### src/rtl/jtroc_snd_pkg.sv
// ============================================================================
// Module : jtroc_snd_pkg
// Brief  : Shared constants for the sound-command block: FSM encoding and
//          status-port bit positions.
// Rev    : 1.0 - initial release
// ============================================================================
`default_nettype none

package jtroc_snd_pkg;

  typedef logic [1:0] state_t;

  localparam state_t ST_IDLE = 2'd0;
  localparam state_t ST_PEND = 2'd1;
  localparam state_t ST_ACKD = 2'd2;

  localparam int STAT_SNDON_BIT = 0;
  localparam int STAT_PEND_BIT  = 1;
  localparam int STAT_OVR_BIT   = 2;

endpackage

`default_nettype wire

### src/rtl/jtroc_snd_timer.sv
// ============================================================================
// Module : jtroc_snd_timer
// Brief  : Free-running prescaler plus 4-bit timer for the sound CPU timer port.
// Rev    : 1.0 - initial release
// ============================================================================
`default_nettype none

module jtroc_snd_timer #(
  parameter int PRESC_W = 10
) (
  input  logic       clk,
  input  logic       rst,
  input  logic       tmr_cen,
  output logic [3:0] timer
);

  logic [PRESC_W-1:0] r_presc;
  logic [3:0]         r_timer;
  logic               w_presc_wrap;

  assign w_presc_wrap = tmr_cen & (&r_presc);

  always_ff @(posedge clk or posedge rst) begin
    if (rst) begin
      r_presc <= '0;
      r_timer <= 4'd0;
    end else begin
      if (tmr_cen)      r_presc <= r_presc + 1'b1;
      if (w_presc_wrap) r_timer <= r_timer + 4'd1;
    end
  end

  assign timer = r_timer;

endmodule

`default_nettype wire

### src/rtl/jtroc_snd_cmd.sv
// ============================================================================
// Module : jtroc_snd_cmd
// Brief  : Main-to-sound CPU command latch with IRQ handshake, overrun flag
//          and a prescaled timer port.
// Rev    : 1.0 - initial release
// ============================================================================
`default_nettype none

module jtroc_snd_cmd
  import jtroc_snd_pkg::*;
#(
  parameter int PRESC_W = 10
) (
  input  logic       clk,
  input  logic       rst,
  input  logic [7:0] main_latch,
  input  logic       main_snd_on,
  input  logic       snd_cen,
  input  logic       tmr_cen,
  input  logic       int_ack,
  input  logic       cmd_rd,
  input  logic       stat_rd,
  output logic       snd_irq_n,
  output logic [7:0] cmd_dout,
  output logic [7:0] tmr_dout,
  output logic [7:0] stat_dout
);

  state_t     r_state;
  state_t     w_state_nxt;
  logic       r_snd_on;
  logic       w_edge;
  logic       w_ack;
  logic [7:0] r_cmd;
  logic       r_overrun;
  logic       w_overrun_nxt;
  logic       r_irq_n;
  logic       w_irq_n_nxt;
  logic [7:0] r_stat;
  logic [7:0] w_stat_nxt;
  logic [3:0] w_timer;

  // The command port is a plain read of the held byte; the strobe has no side effect.
  logic w_unused_cmd_rd;
  assign w_unused_cmd_rd = cmd_rd;

  assign w_edge = main_snd_on & ~r_snd_on;
  assign w_ack  = snd_cen & int_ack;

  always_ff @(posedge clk or posedge rst) begin
    if (rst) begin
      r_state   <= ST_IDLE;
      r_snd_on  <= 1'b0;
      r_cmd     <= 8'h00;
      r_overrun <= 1'b0;
    end else begin
      r_state   <= w_state_nxt;
      r_snd_on  <= main_snd_on;
      r_overrun <= w_overrun_nxt;
      if (w_edge) r_cmd <= main_latch;
    end
  end

  always_comb begin
    w_state_nxt = r_state;
    case (r_state)
      ST_IDLE: if (w_edge) w_state_nxt = ST_PEND;
      ST_PEND: if (w_ack)  w_state_nxt = ST_ACKD;
      ST_ACKD: begin
        if (w_edge)         w_state_nxt = ST_PEND;
        else if (!r_snd_on) w_state_nxt = ST_IDLE;
      end
      default: w_state_nxt = ST_IDLE;
    endcase
  end

  always_comb begin
    // A new edge while the previous command is still pending marks a lost command.
    w_overrun_nxt = r_overrun;
    if (r_state == ST_PEND && w_edge) w_overrun_nxt = 1'b1;
    else if (snd_cen && stat_rd)      w_overrun_nxt = 1'b0;

    w_irq_n_nxt                = (w_state_nxt != ST_PEND);
    w_stat_nxt                 = 8'h00;
    w_stat_nxt[STAT_SNDON_BIT] = main_snd_on;
    w_stat_nxt[STAT_PEND_BIT]  = (w_state_nxt == ST_PEND);
    w_stat_nxt[STAT_OVR_BIT]   = w_overrun_nxt;
  end

  // Output flops track the next-state values so they mirror the live registers exactly.
  always_ff @(posedge clk or posedge rst) begin
    if (rst) begin
      r_irq_n <= 1'b1;
      r_stat  <= 8'h00;
    end else begin
      r_irq_n <= w_irq_n_nxt;
      r_stat  <= w_stat_nxt;
    end
  end

  jtroc_snd_timer #(
    .PRESC_W (PRESC_W)
  ) u_timer (
    .clk     (clk),
    .rst     (rst),
    .tmr_cen (tmr_cen),
    .timer   (w_timer)
  );

  assign snd_irq_n = r_irq_n;
  assign cmd_dout  = r_cmd;
  assign stat_dout = r_stat;
  assign tmr_dout  = {4'b0000, w_timer};

endmodule

`default_nettype wire

### config.mk
export PLATFORM = sky130hd
export DESIGN_NAME = jtroc_snd_cmd
export DESIGN_NICKNAME = d
export VERILOG_FILES = /design/src/rtl/jtroc_snd_pkg.sv /design/src/rtl/jtroc_snd_timer.sv /design/src/rtl/jtroc_snd_cmd.sv
export SDC_FILE = /design/constraint.sdc
export NUM_CORES = 1
export LEC_CHECK = 0
export BUFFER_PORTS_ARGS = -buffer_cell sky130_fd_sc_hd__buf_4
export CORE_MARGIN = 4
export CORE_UTILIZATION = 35
export CTS_CLUSTER_SIZE = 16
export DETAILED_ROUTE_END_ITERATION = 10
export GPL_TIMING_DRIVEN = 0
export PLACE_DENSITY_LB_ADDON = 0.3
export SYNTH_ARGS = -nofsm -noshare
export SYNTH_HDL_FRONTEND = slang
export SYNTH_HIERARCHICAL = 1
export SYNTH_SLANG_ARGS = --single-unit
### constraint.sdc
create_clock -name clk -period 2 [get_ports clk]
set_input_delay 0.4 -clock clk [delete_from_list [all_inputs] [get_ports clk]]
set_output_delay 0.4 -clock clk [all_outputs]
set_load 0.05 [all_outputs]
# ---- Word-level counts from Yosys, hierarchy flattened
# Index checks and enable logic that the tools add are counted.
dict set report totals {
  regBits 30
  input_bits 16
  output_inout_bits 25
  wordCells 29
}
dict set report classes {
  addsub 2
  n_eq_ne 4
  mux 7
  n_bitwise 4
  n_reduce_logical 4
}
# op n
set op_table {}
lappend op_table {{$add 10x1->10 const B} 1}
lappend op_table {{$reduce_and 10->1} 1}
lappend op_table {{$mux 2} 4}
lappend op_table {{$pmux 2 s3} 1}
lappend op_table {{$add 4x1->4 const B} 1}
lappend op_table {{$eq 2x1->1 const B} 2}
lappend op_table {{$and 1x1->1} 3}
lappend op_table {{$eq 2x2->1 const B} 1}
lappend op_table {{$logic_and 1x1->1} 2}
lappend op_table {{$logic_not 2->1} 1}
lappend op_table {{$mux 1} 2}
lappend op_table {{$ne 2x1->1 const B} 1}
lappend op_table {{$not 1->1} 1}

# ---- Depth between registers and ports, before layout
# Gate-level depths: netlist of the first run.
dict set report depth {
  ltp_word 5
  depth_mapped 4
  ltp_nobuf 4
}

# ---- By module
# Netlist of the first run, hierarchy kept.
# module instances cells_per_inst area_each_um2
set modules_own_cells {}
lappend modules_own_cells {jtroc_snd_cmd 1 47 655.6}
lappend modules_own_cells {jtroc_snd_timer 1 52 641.9}

# ---- Worst setup path after synthesis of the first run
# No wires, ideal clock.
dict set report synth_path {
  kind {register to register}
  startpoint {register u_timer.r_presc[0]}
  endpoint {register u_timer.r_timer[1] (netlist: u_timer/timer[1])}
  arrival_ns 1.261
  setup_slack_ns 0.612
  path_stages_with_launch 5
  n_path_buf 0
  path_cell_list {dfrtp_1 -> ha_1 -> nand2_1 -> nor3_2 -> mux2_1}
}
dict set report synth_via {
  elab_chain_cells 2
}
# item line
set synth_rtl {}
lappend synth_rtl {{start: declaration} jtroc_snd_timer.sv:17} ;# logic [PRESC_W-1:0] r_presc;
lappend synth_rtl {{start signal: assignment} jtroc_snd_timer.sv:28} ;# if (tmr_cen) r_presc <= r_presc + 1'b1;
lappend synth_rtl {{$reduce_and 10->1} jtroc_snd_timer.sv:21} ;# assign w_presc_wrap = tmr_cen & (&r_presc);
lappend synth_rtl {{$and 1x1->1} jtroc_snd_timer.sv:21}
lappend synth_rtl {{end signal: assignment} jtroc_snd_timer.sv:29} ;# if (w_presc_wrap) r_timer <= r_timer + 4'd1;
lappend synth_rtl {{end: declaration} jtroc_snd_timer.sv:18} ;# logic [3:0] r_timer;
# Every way passes these cells.
# A chain may end at the register's enable or synchronous reset.

# ---- Worst setup path after layout of the first run
# Ends and elaborated chain as after synthesis.

==> qor.txt, run 1 <==
Status - finished clean
Hold Path Class - in -> async
RSZ-0062 raised after global routing - no
Register area share after synthesis - 0.541
Syn Inst Count - 99
Final worst path period share - 0.760
Cts hold-fix bufs - 0
Die area - 0.00475 mm2
Site Rows - 21
GPL Wtd Cong - 0.772
IO buf count - 30
DR vias/cell - 4.38
DP Wirelength - 1660 um
Layout cells sized above 1 - 0.447
Num ports - 41
Clock-pin slew reported for the worst setup and hold paths after clock tree synthesis - 0.09 ns
RR Endpoint - u_timer/timer[1]$_DFFE_PP0P_
WL final - 2130 um
Top-area cell type share of the netlist area - 0.521
Nets - 160
Worst slew margin - 0.638
Final Setup Violations - 0
Setup TNS - 0 ns
Area Growth Syn to Fin - 29.6%
Seq cells post-synth - 28
Synthesized area per cell - 13.1 um2
Kind of critical path - reg -> reg
Largest net degree at the start of global routing - 17
CTS tree - yes
FF-to-FF Start - u_timer/r_presc[0]$_DFFE_PP0P_
Layout fillers - 330
Crit. End Element - register
Final Cell Area - 0.00168 mm2
Total gr overflow - 0
# diodes - 0
CP Max Fanout - 5
CP required - 2.16 ns
Skew-Pair Late Insertion Delay - 0.27 ns
Vias - 819
Max rail drop VDD - 518 uV
Global-route wire length before repair - 3330 um
Final Hold Viols - 0
Chip Height - 68.9 um
Residual DRC count - 0
Worst-Margin Slew - 0.542 ns
Number of max-cap violations - 0
Hold slack - 0.164 ns
Post-CTS Setup Bufs - 0
Core region area - 0.00347 mm2
Clock root cell - clkbuf_8
First-pass DRT Iterations - 2
Critical path arrival - 1.68 ns
Longest Clk Path Bufs - 2
1st-iter DRT viols - 14
CTS Sinks - 28
Synth area leader - dfrtp_1
Mapped Area - 0.00130 mm2
Worst R2R Path Depth - 4
Maximum clock rate - 658 MHz
Post_cts resized - 0
R2r setup slk - 0.48 ns
Post-route ant nets - 0
Final Max Tran Viols - 0
Synth top area cells - dfrtp_1 (52%), mux2_4 (6.9%), buf_4 (6.4%)
Initial Util - 0.374
Leakage - 0.846 nW
Wire length per cell - 11.4 um
Total GRT Usage - 0.0929
Vias in the first global route - 757
Synth warn - 6
Finished Layout Cells - 187
Dpl cells - 183
Post-synthesis cell type count - 26
Die span in x - 68.9 um
Crit path launch type - register
PD cells - 1040 mW/mm2
Post-DP Area - 0.00161 mm2
Initial antenna violation count - 0
Cts bufs inserted - 3
Post-layout min period - 1.52 ns
Clock Skew - 0.00279 ns
Total Power - 1.75 mW
CTS H-tree depth - 1
-- cell usage in the layout (no fill, tap or decap), types with 2 or more instances in the layout --
cell type and n:
nor4_2 2, nor2_1 2, conb_1 9, ha_1 2
clkbuf_8 3, dfrtp_1 27, xor2_1 8, nand3_1 3
nand2_1 7, mux2_2 5, nor3_1 3, mux2_4 6
nand4_1 3, inv_1 4, buf_4 41, xnor2_1 4
-- synthesized netlist by cell type --
master / n
nor3_2: 1
ha_1: 2
o21ai_0: 1
mux2_4: 6
a21oi_1: 1
nor3_1: 3
nor4_2: 2
nor2b_4: 1
mux2_2: 5
dfstp_2: 1
nor2_1: 2
nand4_1: 3
nand2_1: 7
dfrtp_1: 27
xnor2_1: 4
nand3_1: 3
nand4_4: 1
mux2_1: 1
inv_1: 4
buf_4: 11
mux2i_1: 1
nand4b_1: 1
buf_8: 1
a32o_1: 1
xor2_1: 8
conb_1: 1
-- logic make-up after synthesis --
| logic type | after synthesis | synth area share |
|---|---|---|
| buf+inv | 16 | 0.0868 |
| mux | 13 | 0.129 |
| flops | 28 | 0.541 |
| fa+ha+maj | 2 | 0.0193 |
| compound gates | 3 | 0.0154 |
| other cells | 1 | 0.00289 |
| xor+xnor | 12 | 0.0810 |
| simple gates | 24 | 0.124 |
-- how the worst max path moves through the flow --
stage,from,to,slack (ns),cells after the start
detailed placement,u_timer/r_presc[0]$_DFFE_PP0P_,u_timer/timer[1]$_DFFE_PP0P_,0.47,4
finish,u_timer/r_presc[0]$_DFFE_PP0P_,u_timer/timer[1]$_DFFE_PP0P_,0.48,4
CTS,u_timer/r_presc[0]$_DFFE_PP0P_,u_timer/timer[1]$_DFFE_PP0P_,0.46,4
global placement,u_timer/r_presc[0]$_DFFE_PP0P_,u_timer/timer[1]$_DFFE_PP0P_,0.49,4
global route,u_timer/r_presc[0]$_DFFE_PP0P_,u_timer/timer[1]$_DFFE_PP0P_,0.35,4
floorplan,u_timer/r_presc[0]$_DFFE_PP0P_,u_timer/timer[1]$_DFFE_PP0P_,0.61,4
-- state kept, by name, indices dropped and copies added (netlist names) --
signal / flops
stat_dout: 3
cmd_dout: 8
u_timer/r_presc: 10
u_timer/timer: 4
snd_irq_n: 1
r_state: 2
-- per-layer routing --
layer  vias to the layer above  wire length [um]  global-route usage
li1                        399                 -                   -
met2                        25              1030               0.156
met4                         0                17              0.0365
met1                       393               880               0.118
met5                         -                 0                   0
met3                         2               196              0.0162
-- where the power goes --
| group | switching, mW | internal, mW |
|---|---|---|
| clock | 0.164 | 0.268 |
| sequential | 0.122 | 0.687 |
| combinational | 0.292 | 0.214 |
-- area by class of cell --
class | count | area (um2) | share of cell area
flip-flops and latches | 28 | 702 | 0.417
clock inverters | 1 | 30.0 | 0.0179
multi-input cells | 63 | 513 | 0.305
inverters | 4 | 15.0 | 0.00893
plain buffers | 12 | 97.6 | 0.0580
well taps | 46 | 57.6 | 0.0342
repair buffers | 30 | 225 | 0.134
clock buffers | 3 | 41.3 | 0.0246
-- stage by stage --
step,util,setup slack [ns]
2_1_floorplan,-,0.612
3_3_place_gp,0.464,0.495
3_5_place_dp,0.464,0.475
5_1_grt,0.485,0.348
6_report,0.485,0.480
4_1_cts,0.485,0.460
-- worst max-delay path, cell delays in order (launching register included) --
cell	delay, ns
dfrtp_1	0.43
ha_1	0.22
nand2_1	0.16
nor3_2	0.26
mux2_1	0.34
No activity file was read; power rests on OpenSTA's default activity.
==> run 2, diff against run 1 <==
Clock period 2 ns to 1.5 ns, I/O delays scaled along.
==> run 2 against run 1 <==
Sequential share of layout area is 0.40 points lower; critical path type unchanged; via count is 0.98% higher; register-to-register slack worse by 0.36 ns; combinational power is 39% higher; non-clock buffer count is 1 higher; clock skew hardly changed; worst hold slack worse by 0.10 ns; worst setup slack worse by 0.36 ns; first-iteration DRC count is 14% lower; largest power group unchanged.
==> qor.txt, run 2 (synthesized netlist as in run 1, its figures left out) <==
Total GRT Usage - 0.0929 (unchanged)
Hold slack - 0.0636 ns (-0.100 ns)
Site Rows - 21 (unchanged)
Vias in the first global route - 757 (unchanged)
RSZ-0062 raised after global routing - no
CTS tree - yes
Core region area - 0.00347 mm2 (unchanged)
Leakage - 0.867 nW (+2.5%)
RR Endpoint - u_timer/timer[1]$_DFFE_PP0P_
Kind of critical path - reg -> reg
Layout fillers - 330 (unchanged)
Largest register FFs - 10 (unchanged)
Nets - 161 (+0.63%)
Worst path cell trace - ha_1 -> nand2_2 -> nor3_4 -> mux2_1
CP Max Fanout - 5 (unchanged)
Worst-Margin Slew - 0.542 ns (+0.0000155 ns)
Post-layout min period - 1.38 ns (-0.143 ns)
Crit. End Element - register
R2r setup slk - 0.12 ns (-0.36 ns)
Area Growth Syn to Fin - 30.9%
Post-route ant nets - 0 (unchanged)
Die span in x - 68.9 um (unchanged)
Total gr overflow - 0 (unchanged)
Max rail drop VDD - 696 uV (+34%)
Clock Skew - 0.00280 ns (+0.00000891 ns)
IO buf count - 30 (unchanged)
Commonest non-fill, non-tap cell in the layout - buf_4
Number of max-cap violations - 0 (unchanged)
Slowest stage delay, CP - 0.41 ns (-0.02 ns)
First-pass DRT Iterations - 2 (unchanged)
Global-route wire length before repair - 3330 um (unchanged)
Maximum clock rate - 726 MHz (+10%)
Worst R2R Path Depth - 4 (unchanged)
Skew-Pair Late Insertion Delay - 0.27 ns (about the same)
Wire length per cell - 11.3 um (-0.34%)
Clock root cell - clkbuf_8
Worst slew margin - 0.638 (about the same)
Initial Util - 0.374 (unchanged)
Die area - 0.00475 mm2 (unchanged)
Status - finished clean
CP required - 1.66 ns (-0.50 ns)
Final Setup Violations - 0 (unchanged)
DP Wirelength - 1660 um (unchanged)
PD cells - 1390 mW/mm2 (+34%)
Critical path arrival - 1.53 ns (-0.15 ns)
FF-to-FF Start - u_timer/r_presc[0]$_DFFE_PP0P_
Final Max Tran Viols - 0 (unchanged)
Largest net degree at the start of global routing - 17 (unchanged)
Critical path's slowest cell - dfrtp_1
GPL Wtd Cong - 0.772 (unchanged)
Num ports - 41 (unchanged)
Most flop-heavy register - u_timer/r_presc
Final worst path period share - 0.918 (+0.158)
CTS H-tree depth - 1 (unchanged)
Hold Path Class - in -> async
Layout cells sized above 1 - 0.458 (+0.0109)
WL final - 2130 um (+0.19%)
DR vias/cell - 4.40 (+0.44%)
Chip Height - 68.9 um (unchanged)
Final Hold Viols - 0 (unchanged)
Setup TNS - 0 ns (unchanged)
# diodes - 0 (unchanged)
Cts bufs inserted - 3 (unchanged)
Initial antenna violation count - 0 (unchanged)
Crit path launch type - register
Clock-pin slew reported for the worst setup and hold paths after clock tree synthesis - 0.09 ns (about the same)
Most frequent cells in the layout - buf_4 (42), dfrtp_1 (27), conb_1 (9)
CTS Sinks - 28 (unchanged)
Vias - 827 (+0.98%)
1st-iter DRT viols - 12 (-2)
Residual DRC count - 0 (unchanged)
Longest Clk Path Bufs - 2 (unchanged)
[run 2: per-layer routing]
layer  wire length [um]  vias up  share of wire  global-route usage
li1                   -      402              -                   -
met1                878      398           0.41               0.118
met3                196        2          0.092              0.0162
met2               1040       25           0.49               0.156
met5                  0        -              0                   0
met4                 17        0         0.0080              0.0365
[run 2: timing repair]
item | CTS | global route
hold buffers | 0 | 0
setup buffers | 0 | 1
endpoints found under the setup margin | 1 | 2
gates resized for setup | 0 | 2
endpoints found under the hold margin | 0 | 0
pin swaps | 1 | 0
[run 2: report_power, final]
group          internal [mW]  leakage, nW  switching [mW]  total (mW)
clock                  0.357       0.0357           0.218       0.575
combinational          0.303        0.487           0.401       0.704
sequential             0.916        0.345           0.162        1.08
[run 2: layout make-up]
type / count / area (um2) / area share
Sequential cell: 28 / 702 / 0.413
Tap cell: 46 / 57.6 / 0.0339
Clock inverter: 1 / 30.0 / 0.0177
Timing Repair Buffer: 31 / 233 / 0.137
Inverter: 4 / 15.0 / 0.00884
Clock buffer: 3 / 41.3 / 0.0243
Multi-Input combinational cell: 63 / 522 / 0.307
Buffer: 12 / 97.6 / 0.0575
[run 2: how the worst max path moves through the flow]
stage,start,to,slack (ns)
after detailed placement,u_timer/r_presc[0]$_DFFE_PP0P_,u_timer/timer[1]$_DFFE_PP0P_,-0.03
after global routing,u_timer/r_presc[1]$_DFFE_PP0P_,u_timer/timer[1]$_DFFE_PP0P_,0.02
after global placement,u_timer/r_presc[0]$_DFFE_PP0P_,u_timer/timer[1]$_DFFE_PP0P_,-0.005
after CTS,u_timer/r_presc[0]$_DFFE_PP0P_,u_timer/timer[1]$_DFFE_PP0P_,0.007
final,u_timer/r_presc[0]$_DFFE_PP0P_,u_timer/timer[1]$_DFFE_PP0P_,0.12
after floorplan,u_timer/r_presc[0]$_DFFE_PP0P_,u_timer/timer[1]$_DFFE_PP0P_,0.11
[run 2: stage by stage]
| stage | power [mW] | utilization | cell area, um2 | setup slack (ns) | cells |
|---|---|---|---|---|---|
| 2_1_floorplan | 1.59 | - | 1330 | 0.112 | 107 |
| 3_3_place_gp | 1.76 | 0.464 | 1610 | -0.00513 | 183 |
| 3_5_place_dp | 1.77 | 0.464 | 1610 | -0.0251 | 183 |
| 4_1_cts | 2.37 | 0.485 | 1680 | 0.00673 | 187 |
| 5_1_grt | 2.49 | 0.490 | 1700 | 0.0166 | 188 |
| 6_report | 2.36 | 0.490 | 1700 | 0.123 | 188 |
[run 2: critical path: cells and delay by family (launching register included)]
| kind | cells | cell delay [ns] |
|---|---|---|
| flops | 1 | 0.41 |
| simple gates | 2 | 0.30 |
| fa+ha+maj | 1 | 0.23 |
| mux | 1 | 0.33 |
==> run 3, diff against run 2 <==
Settings changed: ABC_AREA from default to 1, REMOVE_ABC_BUFFERS from default to 1, SLEW_MARGIN from default to 20.
==> run 3 against run 2 <==
Largest power group unchanged; worst setup slack better by 0.097 ns; non-clock buffer count is 13 lower; clock skew hardly changed; register-to-register slack better by 0.11 ns; wire length is 6.5% higher; final area is 3.2% lower; synthesized area is 5.4% higher; critical endpoint is now snd_irq_n; highest routed layer unchanged; die area is 4.8% higher.
==> qor.txt, run 3 <==
Clock-pin slew reported for the worst setup and hold paths after clock tree synthesis - 0.09 ns (about the same)
Clock root cell - clkbuf_8
Post-Route M1 WL - 1020 um (+16%)
Total gr overflow - 0 (unchanged)
Wire length per cell - 9.62 um (-15%)
Synth top area cells - dfrtp_1 (49%), nand2_1 (16%), buf_4 (6.0%)
Seq cells post-synth - 28 (unchanged)
Top-area cell type share of the netlist area - 0.494 (-0.0267)
Mapped Area - 0.00137 mm2 (+5.4%)
Met3 routed WL - 203 um (+3.6%)
Die area - 0.00497 mm2 (+4.8%)
Crit. End Element - output pin
DP Wirelength - 1760 um (+6.0%)
Worst slew margin - 0.648 (+0.00946)
Final Max Tran Viols - 0 (unchanged)
Most frequent cells in the layout - nand2_1 (57), buf_4 (30), dfrtp_1 (27)
Final worst path period share - 0.853 (-0.0649)
Post-synthesis cell type count - 25 (-3.8%)
DR WL met2 - 987 um (-5.1%)
Total Power - 2.15 mW (-8.9%)
Worst path cell trace - buf_4
Largest register FFs - 10 (unchanged)
Leakage - 0.916 nW (+5.6%)
Max Used Layer - met4
Longest Clk Path Bufs - 2 (unchanged)
Initial antenna violation count - 0 (unchanged)
# diodes - 0 (unchanged)
GPL Wtd Cong - 0.711 (-7.9%)
Syn Inst Count - 158 (+60%)
Maximum clock rate - 781 MHz (+7.6%)
Chip Height - 70.5 um (+2.4%)
1st-iter DRT viols - 33 (+21)
Number of synthesized flops with an enable pin - 0 (unchanged)
Layout cells sized above 1 - 0.239 (-0.218)
Vias - 983 (+19%)
Number of max-cap violations - 0 (unchanged)
DR vias/cell - 4.17 (-5.3%)
First-pass DRT Iterations - 4 (+2)
Crit path launch type - register
Critical path arrival - 0.98 ns (-0.55 ns)
Synthesized area per cell - 8.66 um2 (-34%)
Final Hold Viols - 0 (unchanged)
Cts hold-fix bufs - 0 (unchanged)
Skew-Pair Late Insertion Delay - 0.27 ns (about the same)
Core region area - 0.00372 mm2 (+7.1%)
Post-synth top cells - nand2_1 (57), dfrtp_1 (27), inv_1 (19), buf_4 (11), nand3_1 (10)
Count leader, synth - nand2_1
Clock Skew - 0.00238 ns (-0.000420 ns)
Fin util - 0.442 (-0.0471)
Nets - 207 (+29%)
CTS H-tree depth - 1 (unchanged)
Global-route wire length before repair - 3990 um (+20%)
WL final - 2270 um (+6.5%)
Residual DRC count - 0 (unchanged)
CP required - 1.20 ns (-0.46 ns)
Largest net degree at the start of global routing - 16 (-1)
Setup TNS - 0 ns (unchanged)
Post-synth ARST share - 1.00 (unchanged)
Layout fillers - 396 (+20%)
Post_cts resized - 0 (unchanged)
Placement Setup Slack - 0.233 ns (+0.258 ns)
PD cells - 1310 mW/mm2 (-5.9%)
Commonest non-fill, non-tap cell in the layout - nand2_1
Die span in x - 70.5 um (+2.4%)
Post-layout min period - 1.28 ns (-0.0973 ns)
Slowest stage delay, CP - 0.52 ns (+0.11 ns)
CP Max Fanout - 1 (-4)
Synth area leader - dfrtp_1
Most flop-heavy register - u_timer/r_presc
Vias in the first global route - 857 (+13%)
Post-CTS Setup Bufs - 0 (unchanged)
Critical path's slowest cell - dfstp_2
Hold Path Class - in -> async
Family with the most delay on the worst path - flip-flops
Final worst slack - 0.220 ns (+0.0973 ns)
Post-route ant nets - 0 (unchanged)
Initial Util - 0.368 (-0.00608)
Site Rows - 22 (+4.8%)
Status - finished clean
CTS tree - yes
Area Growth Syn to Fin - 20.2%
Ys flop type - dfrtp_1
Final Setup Violations - 0 (unchanged)
Hold slack - 0.0583 ns (-0.00535 ns)
Register area share after synthesis - 0.513 (-0.0277)
Kind of critical path - reg -> out
CTS Sinks - 28 (unchanged)
Buf/Inv on CP - 1 (+1)
Max rail drop VDD - 474 uV (-32%)
Synth warn - 6 (unchanged)
RSZ-0062 raised after global routing - no
Cts bufs inserted - 3 (unchanged)
Num ports - 41 (unchanged)
Total GRT Usage - 0.102 (+0.00923)
IO buf count - 30 (unchanged)
Worst-Margin Slew - 0.528 ns (-0.0142 ns)
[run 3: through the flow]
| stage | instances | instance area [um2] |
|---|---|---|
| floorplan | 154 | 1300 |
| global placement | 232 | 1590 |
| CTS | 236 | 1640 |
| detailed placement | 232 | 1590 |
| finish | 236 | 1640 |
| global route | 236 | 1640 |
[run 3: where the power goes]
group	total (mW)	switching [mW]	internal, mW	leakage (nW)
clock network	0.456	0.221	0.235	0.0288
registers	1.04	0.133	0.906	0.340
logic	0.651	0.431	0.220	0.547
[run 3: cell families (layout without fill, tap and decap cells)]
logic type | count (synthesis) | in the layout | share of synthesized area
and+or+nand+nor | 84 | 84 | 0.286
AOI/OAI and AO/OA | 5 | 5 | 0.0210
DFF | 28 | 28 | 0.513
adders and majority gates | 2 | 2 | 0.0183
xor gates and xnor gates | 5 | 5 | 0.0320
buffers and inverters | 33 | 55 | 0.126
other | 1 | 9 | 0.00274
[run 3: per-layer routing]
layer / vias to the layer above / global-route usage
met3: 5 / 0.0331
met2: 32 / 0.148
met1: 423 / 0.131
met4: 0 / 0.0638
li1: 523 / -
met5: - / 0
[run 3: layout make-up]
type,count,area [um2],share of cell area
clock buffer,4,55.1,0.0335
inverter,21,78.8,0.0479
timing repair buffer,30,225,0.137
sequential,28,702,0.427
multi-input combinational,105,523,0.318
tap,48,60.1,0.0365
[run 3: final timing paths]
check                                                from                              to  slack, ns  cells after the start
setup / recovery                      snd_irq_n$_DFF_PP1_                       snd_irq_n       0.22                      1
hold / removal                                        rst         cmd_dout[1]$_DFFE_PP0P_       0.06                      2
hold reg to reg                   cmd_dout[1]$_DFFE_PP0P_         cmd_dout[1]$_DFFE_PP0P_       0.49                      2
setup reg to reg           u_timer/r_presc[0]$_DFFE_PP0P_  u_timer/r_presc[8]$_DFFE_PP0P_       0.23                      6
min in group clk                              main_snd_on          stat_dout[0]$_DFF_PP0_       0.16                      1
max in group asynchronous                             rst    u_timer/timer[2]$_DFFE_PP0P_       1.08                      2
